`src/rtl/eth_frame_log_packer.sv`:
```
// eth_frame_log_packer
//   Builds one AXI-Stream log record per captured frame: pops a control
//   record, emits a 128-bit header (LSW first, 128/W words) and then the
//   frame payload words from the frame FIFO, with tlast on the final word.
//
//   Optional feature macro: ETH_LOG_PACK_DROP_UNMATCHED_EN
//     defined   -> records whose (masked) match bits are all zero are
//                  drained from the frame FIFO silently and counted in
//                  drop_count.
//     undefined -> every record is emitted, drop_count is tied to 0.
//
// Ports
//   clk, rst                 log clock, asynchronous active-high reset
//   s_axis_ctl_*             control record input (122 bits)
//   s_axis_frame_*           payload word input (C_AXIS_LOG_WIDTH bits)
//   m_axis_log_*             log record output stream
//   record_count             records emitted (wraps)
//   drop_count               records discarded (wraps)
module eth_frame_log_packer #(
    parameter int unsigned C_NUM_SCRIPTS     = 4,
    parameter int unsigned C_AXIS_LOG_WIDTH  = 64,
    parameter int unsigned C_MAX_FRAME_BYTES = 2048
) (
    input  logic                          clk,
    input  logic                          rst,
    input  logic [121:0]                  s_axis_ctl_tdata,
    input  logic                          s_axis_ctl_tvalid,
    output logic                          s_axis_ctl_tready,
    input  logic [C_AXIS_LOG_WIDTH-1:0]   s_axis_frame_tdata,
    input  logic                          s_axis_frame_tvalid,
    output logic                          s_axis_frame_tready,
    output logic [C_AXIS_LOG_WIDTH-1:0]   m_axis_log_tdata,
    output logic                          m_axis_log_tlast,
    output logic                          m_axis_log_tvalid,
    input  logic                          m_axis_log_tready,
    output logic [31:0]                   record_count,
    output logic [31:0]                   drop_count
);

    localparam int unsigned BYTES = C_AXIS_LOG_WIDTH / 8;
    localparam int unsigned BSH   = $clog2(BYTES);
    localparam int unsigned HW    = 128 / C_AXIS_LOG_WIDTH;
    localparam logic [16:0] MAXB  = 17'(C_MAX_FRAME_BYTES);
    localparam logic [7:0]  MATCH_MASK = 8'((32'd1 << C_NUM_SCRIPTS) - 32'd1);

    typedef enum logic [1:0] {
        ST_IDLE,
        ST_HDR,
        ST_DATA
`ifdef ETH_LOG_PACK_DROP_UNMATCHED_EN
        , ST_DRAIN
`endif
    } state_t;

    state_t                        state_q;
    logic [127:0]                  hdr_q;       // header words not yet presented, LSW aligned
    logic [1:0]                    hdr_left_q;  // header words remaining after the one on the output
    logic [16:0]                   rem_q;       // payload words still to pop
    logic [C_AXIS_LOG_WIDTH-1:0]   tdata_q;
    logic                          tvalid_q;
    logic                          tlast_q;
    logic [31:0]                   rec_cnt_q;

    logic [7:0]                    match_d;
    logic [127:0]                  hdr_d;
    logic [16:0]                   size_d;
    logic [16:0]                   capped_d;
    logic [16:0]                   n_d;
    logic                          out_fire;
    logic                          frame_fire;

    // Header and payload word count derived straight from the FIFO head,
    // so the first header word can be loaded in the same edge as the pop.
    always_comb begin
        match_d  = s_axis_ctl_tdata[121:114] & MATCH_MASK;
        hdr_d    = {match_d, 6'd0, s_axis_ctl_tdata[113:0]};
        size_d   = {1'b0, s_axis_ctl_tdata[111:96]};
        capped_d = (size_d > MAXB) ? MAXB : size_d;
        n_d      = 17'((capped_d + 17'(BYTES - 1)) >> BSH);
    end

    always_comb begin
        s_axis_ctl_tready   = (state_q == ST_IDLE) && s_axis_ctl_tvalid;
        s_axis_frame_tready = 1'b0;
        case (state_q)
            ST_DATA:  s_axis_frame_tready = (rem_q != '0) && (!tvalid_q || m_axis_log_tready);
`ifdef ETH_LOG_PACK_DROP_UNMATCHED_EN
            ST_DRAIN: s_axis_frame_tready = (rem_q != '0);
`endif
            default:  s_axis_frame_tready = 1'b0;
        endcase
        out_fire   = tvalid_q && m_axis_log_tready;
        frame_fire = s_axis_frame_tready && s_axis_frame_tvalid;
    end

`ifdef ETH_LOG_PACK_DROP_UNMATCHED_EN
    logic [31:0] drop_cnt_q;
    assign drop_count = drop_cnt_q;
`else
    assign drop_count = '0;
`endif

    always_ff @(posedge clk or posedge rst) begin
        if (rst) begin
            state_q    <= ST_IDLE;
            hdr_q      <= '0;
            hdr_left_q <= '0;
            rem_q      <= '0;
            tdata_q    <= '0;
            tvalid_q   <= 1'b0;
            tlast_q    <= 1'b0;
            rec_cnt_q  <= '0;
`ifdef ETH_LOG_PACK_DROP_UNMATCHED_EN
            drop_cnt_q <= '0;
`endif
        end else begin
            case (state_q)
                ST_IDLE: begin
                    if (s_axis_ctl_tvalid) begin
                        rem_q      <= n_d;
                        hdr_q      <= hdr_d >> C_AXIS_LOG_WIDTH;
                        hdr_left_q <= 2'(HW - 1);
`ifdef ETH_LOG_PACK_DROP_UNMATCHED_EN
                        if (match_d == '0) begin
                            if (n_d == '0) begin
                                drop_cnt_q <= drop_cnt_q + 32'd1;
                            end else begin
                                state_q <= ST_DRAIN;
                            end
                        end else
`endif
                        begin
                            tdata_q  <= hdr_d[C_AXIS_LOG_WIDTH-1:0];
                            tvalid_q <= 1'b1;
                            tlast_q  <= (HW == 1) && (n_d == '0);
                            state_q  <= ST_HDR;
                        end
                    end
                end
                ST_HDR: begin
                    if (out_fire) begin
                        if (hdr_left_q == '0) begin
                            tvalid_q <= 1'b0;
                            tlast_q  <= 1'b0;
                            if (rem_q == '0) begin
                                rec_cnt_q <= rec_cnt_q + 32'd1;
                                state_q   <= ST_IDLE;
                            end else begin
                                state_q <= ST_DATA;
                            end
                        end else begin
                            tdata_q    <= hdr_q[C_AXIS_LOG_WIDTH-1:0];
                            hdr_q      <= hdr_q >> C_AXIS_LOG_WIDTH;
                            hdr_left_q <= hdr_left_q - 2'd1;
                            tlast_q    <= (hdr_left_q == 2'd1) && (rem_q == '0);
                        end
                    end
                end
                ST_DATA: begin
                    // A pop always refills the output register; tlast_q implies
                    // rem_q==0, so a pop never coincides with the final drain.
                    if (frame_fire) begin
                        tdata_q  <= s_axis_frame_tdata;
                        tvalid_q <= 1'b1;
                        tlast_q  <= (rem_q == 17'd1);
                        rem_q    <= rem_q - 17'd1;
                    end else if (out_fire) begin
                        tvalid_q <= 1'b0;
                        tlast_q  <= 1'b0;
                        if (tlast_q) begin
                            rec_cnt_q <= rec_cnt_q + 32'd1;
                            state_q   <= ST_IDLE;
                        end
                    end
                end
`ifdef ETH_LOG_PACK_DROP_UNMATCHED_EN
                ST_DRAIN: begin
                    if (frame_fire) begin
                        rem_q <= rem_q - 17'd1;
                        if (rem_q == 17'd1) begin
                            drop_cnt_q <= drop_cnt_q + 32'd1;
                            state_q    <= ST_IDLE;
                        end
                    end
                end
`endif
                default: state_q <= ST_IDLE;
            endcase
        end
    end

    assign m_axis_log_tdata  = tdata_q;
    assign m_axis_log_tvalid = tvalid_q;
    assign m_axis_log_tlast  = tlast_q;
    assign record_count      = rec_cnt_q;

endmodule
```
`config.mk`:
```
export PLATFORM = sky130hd
export DESIGN_NAME = eth_frame_log_packer
export DESIGN_NICKNAME = d
export VERILOG_FILES = /design/src/rtl/eth_frame_log_packer.sv
export SDC_FILE = /design/constraint.sdc
export NUM_CORES = 1
export LEC_CHECK = 0
export CORE_ASPECT_RATIO = 0.5
export CORE_MARGIN = 10
export CORE_UTILIZATION = 45
export CTS_CLUSTER_DIAMETER = 40
export DETAILED_ROUTE_END_ITERATION = 8
export GPL_ROUTABILITY_DRIVEN = 0
export MAX_ROUTING_LAYER = met4
export PLACE_DENSITY = 0.82
export SYNTH_ARGS = -nofsm -noshare
export SYNTH_HDL_FRONTEND = slang
export SYNTH_SLANG_ARGS = --single-unit
```
`constraint.sdc`:
```
create_clock -name clk -period 7.55 [get_ports clk]
set_input_delay 1.51 -clock clk [delete_from_list [all_inputs] [get_ports clk]]
set_output_delay 1.51 -clock clk [all_outputs]
set_load 0.05 [all_outputs]
```
==> flow_metrics.tcl <==
set metrics [dict create \
    cap_violations 0 \
    cts-buffers-inserted 17 \
    synth.avg_cell_area_um2 10.3 \
    comb_power_share_pct 9.3 \
    fin_crit_ps 4840 \
    die_area_um2 26500 \
    grt_max_degree 96 \
    critPathLaunchType "input pin" \
    synth_top_area_share_pct 47.8 \
    synth_async_sr_flop_share_pct 100 \
    clockPowerShare_pct 45.4 \
    drt.antenna.violating_nets 0 \
    post_drt_wl_per_cell_um 20.8 \
    final-seq-area_um2 4330 \
    crit_type "in2out" \
    placementRows 36 \
    first_pass_iters 5 \
    syn_inst 879 \
    ys_seq_area_share_pct 47.8 \
    tightestPinTransition_ps 1160 \
    yosys_warnings 0 \
    hpwl_mm 21.1 \
    clock_path_buffers 2 \
    cts_sinks 173 \
    cts_setup_buffers 0 \
    cp.arrival_ps 3330 \
    skew_ps 14.8 \
    outcome "completed" \
    cpMostUsedCell "clkdlybuf4s50_1" \
    cts_resized 0 \
    seq_power_share_pct 45.3 \
    synth_ff_type "dfrtp_1" \
    via_count 8075 \
    clk_pin_slew_worst_paths_ps 70 \
    top_level_ports 323 \
    cts_tree "built" \
    total_power_mw 2.04 \
    grt_pass1_vias 8080 \
    power_leakage_nw 5.80 \
    die_height_um 120 \
    intPower_mw 1.57 \
    finalHoldViolations 0 \
    synth.cell_area_um2 9060 \
    rsz0062_at_grt "false" \
    antenna_found_initial 1 \
    max_freq_mhz 207 \
    numPortBuffers 286 \
    grt_usage_pct 21.7 \
    synth.distinct_cells 59 \
    power.share.switching_pct 23.2 \
    core_area_um2 19600 \
    dieWidth_um 221 \
    root_buffer "clkbuf_16" \
    drive_above_1_share_pct 10.4 \
    multiInputGateArea_um2 4240 \
    grt-ovfl-total 0 \
    vdd_drop_max_v 0.000159 \
    final_cell_mix "clkdlybuf4s50_1, dfrtp_1, nor2_1" \
    power.switching_mw 0.474 \
    synth-seq-cells 173 \
    yosys.area.top_type "dfrtp_1" \
    routed_wl_mm 29.3 \
    insertion_delay_ps 420 \
    power_density_nw_per_um2 163 \
    post-route-period-util_pct 64.1 \
    drtIter0Drc 599 \
    layout_commonest_cell "clkdlybuf4s50_1" \
    syn2layout_area_growth_pct 38.5 \
    synth_edf_count 0 \
    finalSetupTns_ps 0 \
    num-nets-final 1333 \
    crit_required_ps 6040 \
    cts-htree-levels 4 \
    path_cells "clkdlybuf4s50_1 > nand2b_1 > nand2_1 > nor2_1 > clkdlybuf4s50_1" \
    relSlewSlack_pct 22.1 \
    cpMaxStageDelayCell "clkdlybuf4s50_1" \
    start_util_pct 46.2 \
    slowest_delay_ps 830 \
    synth.area.top_cells "dfrtp_1, mux2_2, a22o_1" \
    nFillCells 1540 \
    vias_per_cell 5.72 \
    hold_buffers 0 \
    grt_pass1_wl_mm 45.0 \
    drc_errors 0 \
    crit_path_end_kind "primary output" \
    finalSetupViolCount 0 \
    hold_class "reg2reg" \
    slew_violations 0 \
    path_max_fanout 6 \
]
-- critical path, delay by kind of cell --
family        cells  cell delay [ps]
buf+inv           2             1390
simple gates      3              430
-- sequential cells by signal, indices dropped and copies added, names as in the netlist --
register / cells
hdr_q: 54
state_q: 2
m_axis_log_tvalid: 1
hdr_left_q: 2
rem_q: 17
m_axis_log_tlast: 1
m_axis_log_tdata: 64
record_count: 32
-- metrics by stage --
step | setup WS, ps | hold slack (ps) | instance area [um^2] | cells | utilization (%)
global route | 2610 | 488 | 12500 | 1411 | 64.0
finish | 2710 | 468 | 12500 | 1411 | 64.0
detailed placement | 2700 | 463 | 11900 | 1379 | 60.9
CTS | 2680 | 474 | 12500 | 1410 | 64.0
floorplan | 1350 | 450 | 9170 | 910 | -
global placement | 2680 | 458 | 11900 | 1379 | 60.9
-- logic make-up after synthesis --
logic type / after synthesis / synth area share, %
other cells: 1 / 0.0414
mux: 68 / 8.45
simple gates: 235 / 13.1
xor+xnor: 39 / 3.77
buf+inv: 117 / 6.95
fa+ha+maj: 10 / 1.38
compound gates: 236 / 18.5
flops: 173 / 47.8
-- path summary, 6_finish.rpt --
check	startpoint	to	slack (ps)	cells after the start
worst max-delay path	m_axis_log_tready	s_axis_frame_tready	2710	5
worst min-delay path	record_count[31]	record_count[31]	470	1
worst max register to register	state_q[0]	m_axis_log_tdata[0]	3080	8
worst min register to register	record_count[31]	record_count[31]	470	1
max in group asynchronous	rst	m_axis_log_tdata[47]	4270	3
min in group asynchronous	rst	m_axis_log_tdata[61]	1640	2
-- power by group through the flow --
stage / sequential [mW] / combinational [mW] / clock [mW]
finish: 0.926 / 0.190 / 0.927
global route: 0.926 / 0.204 / 0.985
CTS: 0.926 / 0.190 / 0.942
detailed placement: 0.944 / 0.189 / 0
global placement: 0.944 / 0.186 / 0
floorplan: 0.944 / 0.0885 / 0
-- final cells by class --
cell class	instances	area share (%)
Clock inverter	12	1.28
Antenna cell	1	0.0199
Sequential cell	173	34.5
Clock buffer	19	3.61
Inverter	26	0.818
Tap cell	266	2.65
Timing Repair Buffer	294	23.3
Multi-Input combinational cell	620	33.8
-- per-layer routing --
metal | up-vias | share of wire, % | track usage, %
met5 | - | 0 | -
met4 | 0 | 3.4 | 8.83
met3 | 55 | 6.1 | 3.81
met2 | 305 | 51 | 36.6
met1 | 4056 | 39 | 25.2
li1 | 3659 | - | -
-- cell usage after synthesis (9+ instances only) --
cell type	instances
nand3_1	23
nor3_1	28
nor2_1	70
a21oi_1	56
buf_4	32
xnor2_1	11
nor4_1	16
ha_1	10
dfrtp_1	173
o21ai_0	20
nand2_1	45
buf_6	9
xor2_1	28
a22oi_1	54
a22o_1	57
clkbuf_1	43
mux2_2	63
nand4_1	13
inv_1	25
(Power assumes the default switching activity.)
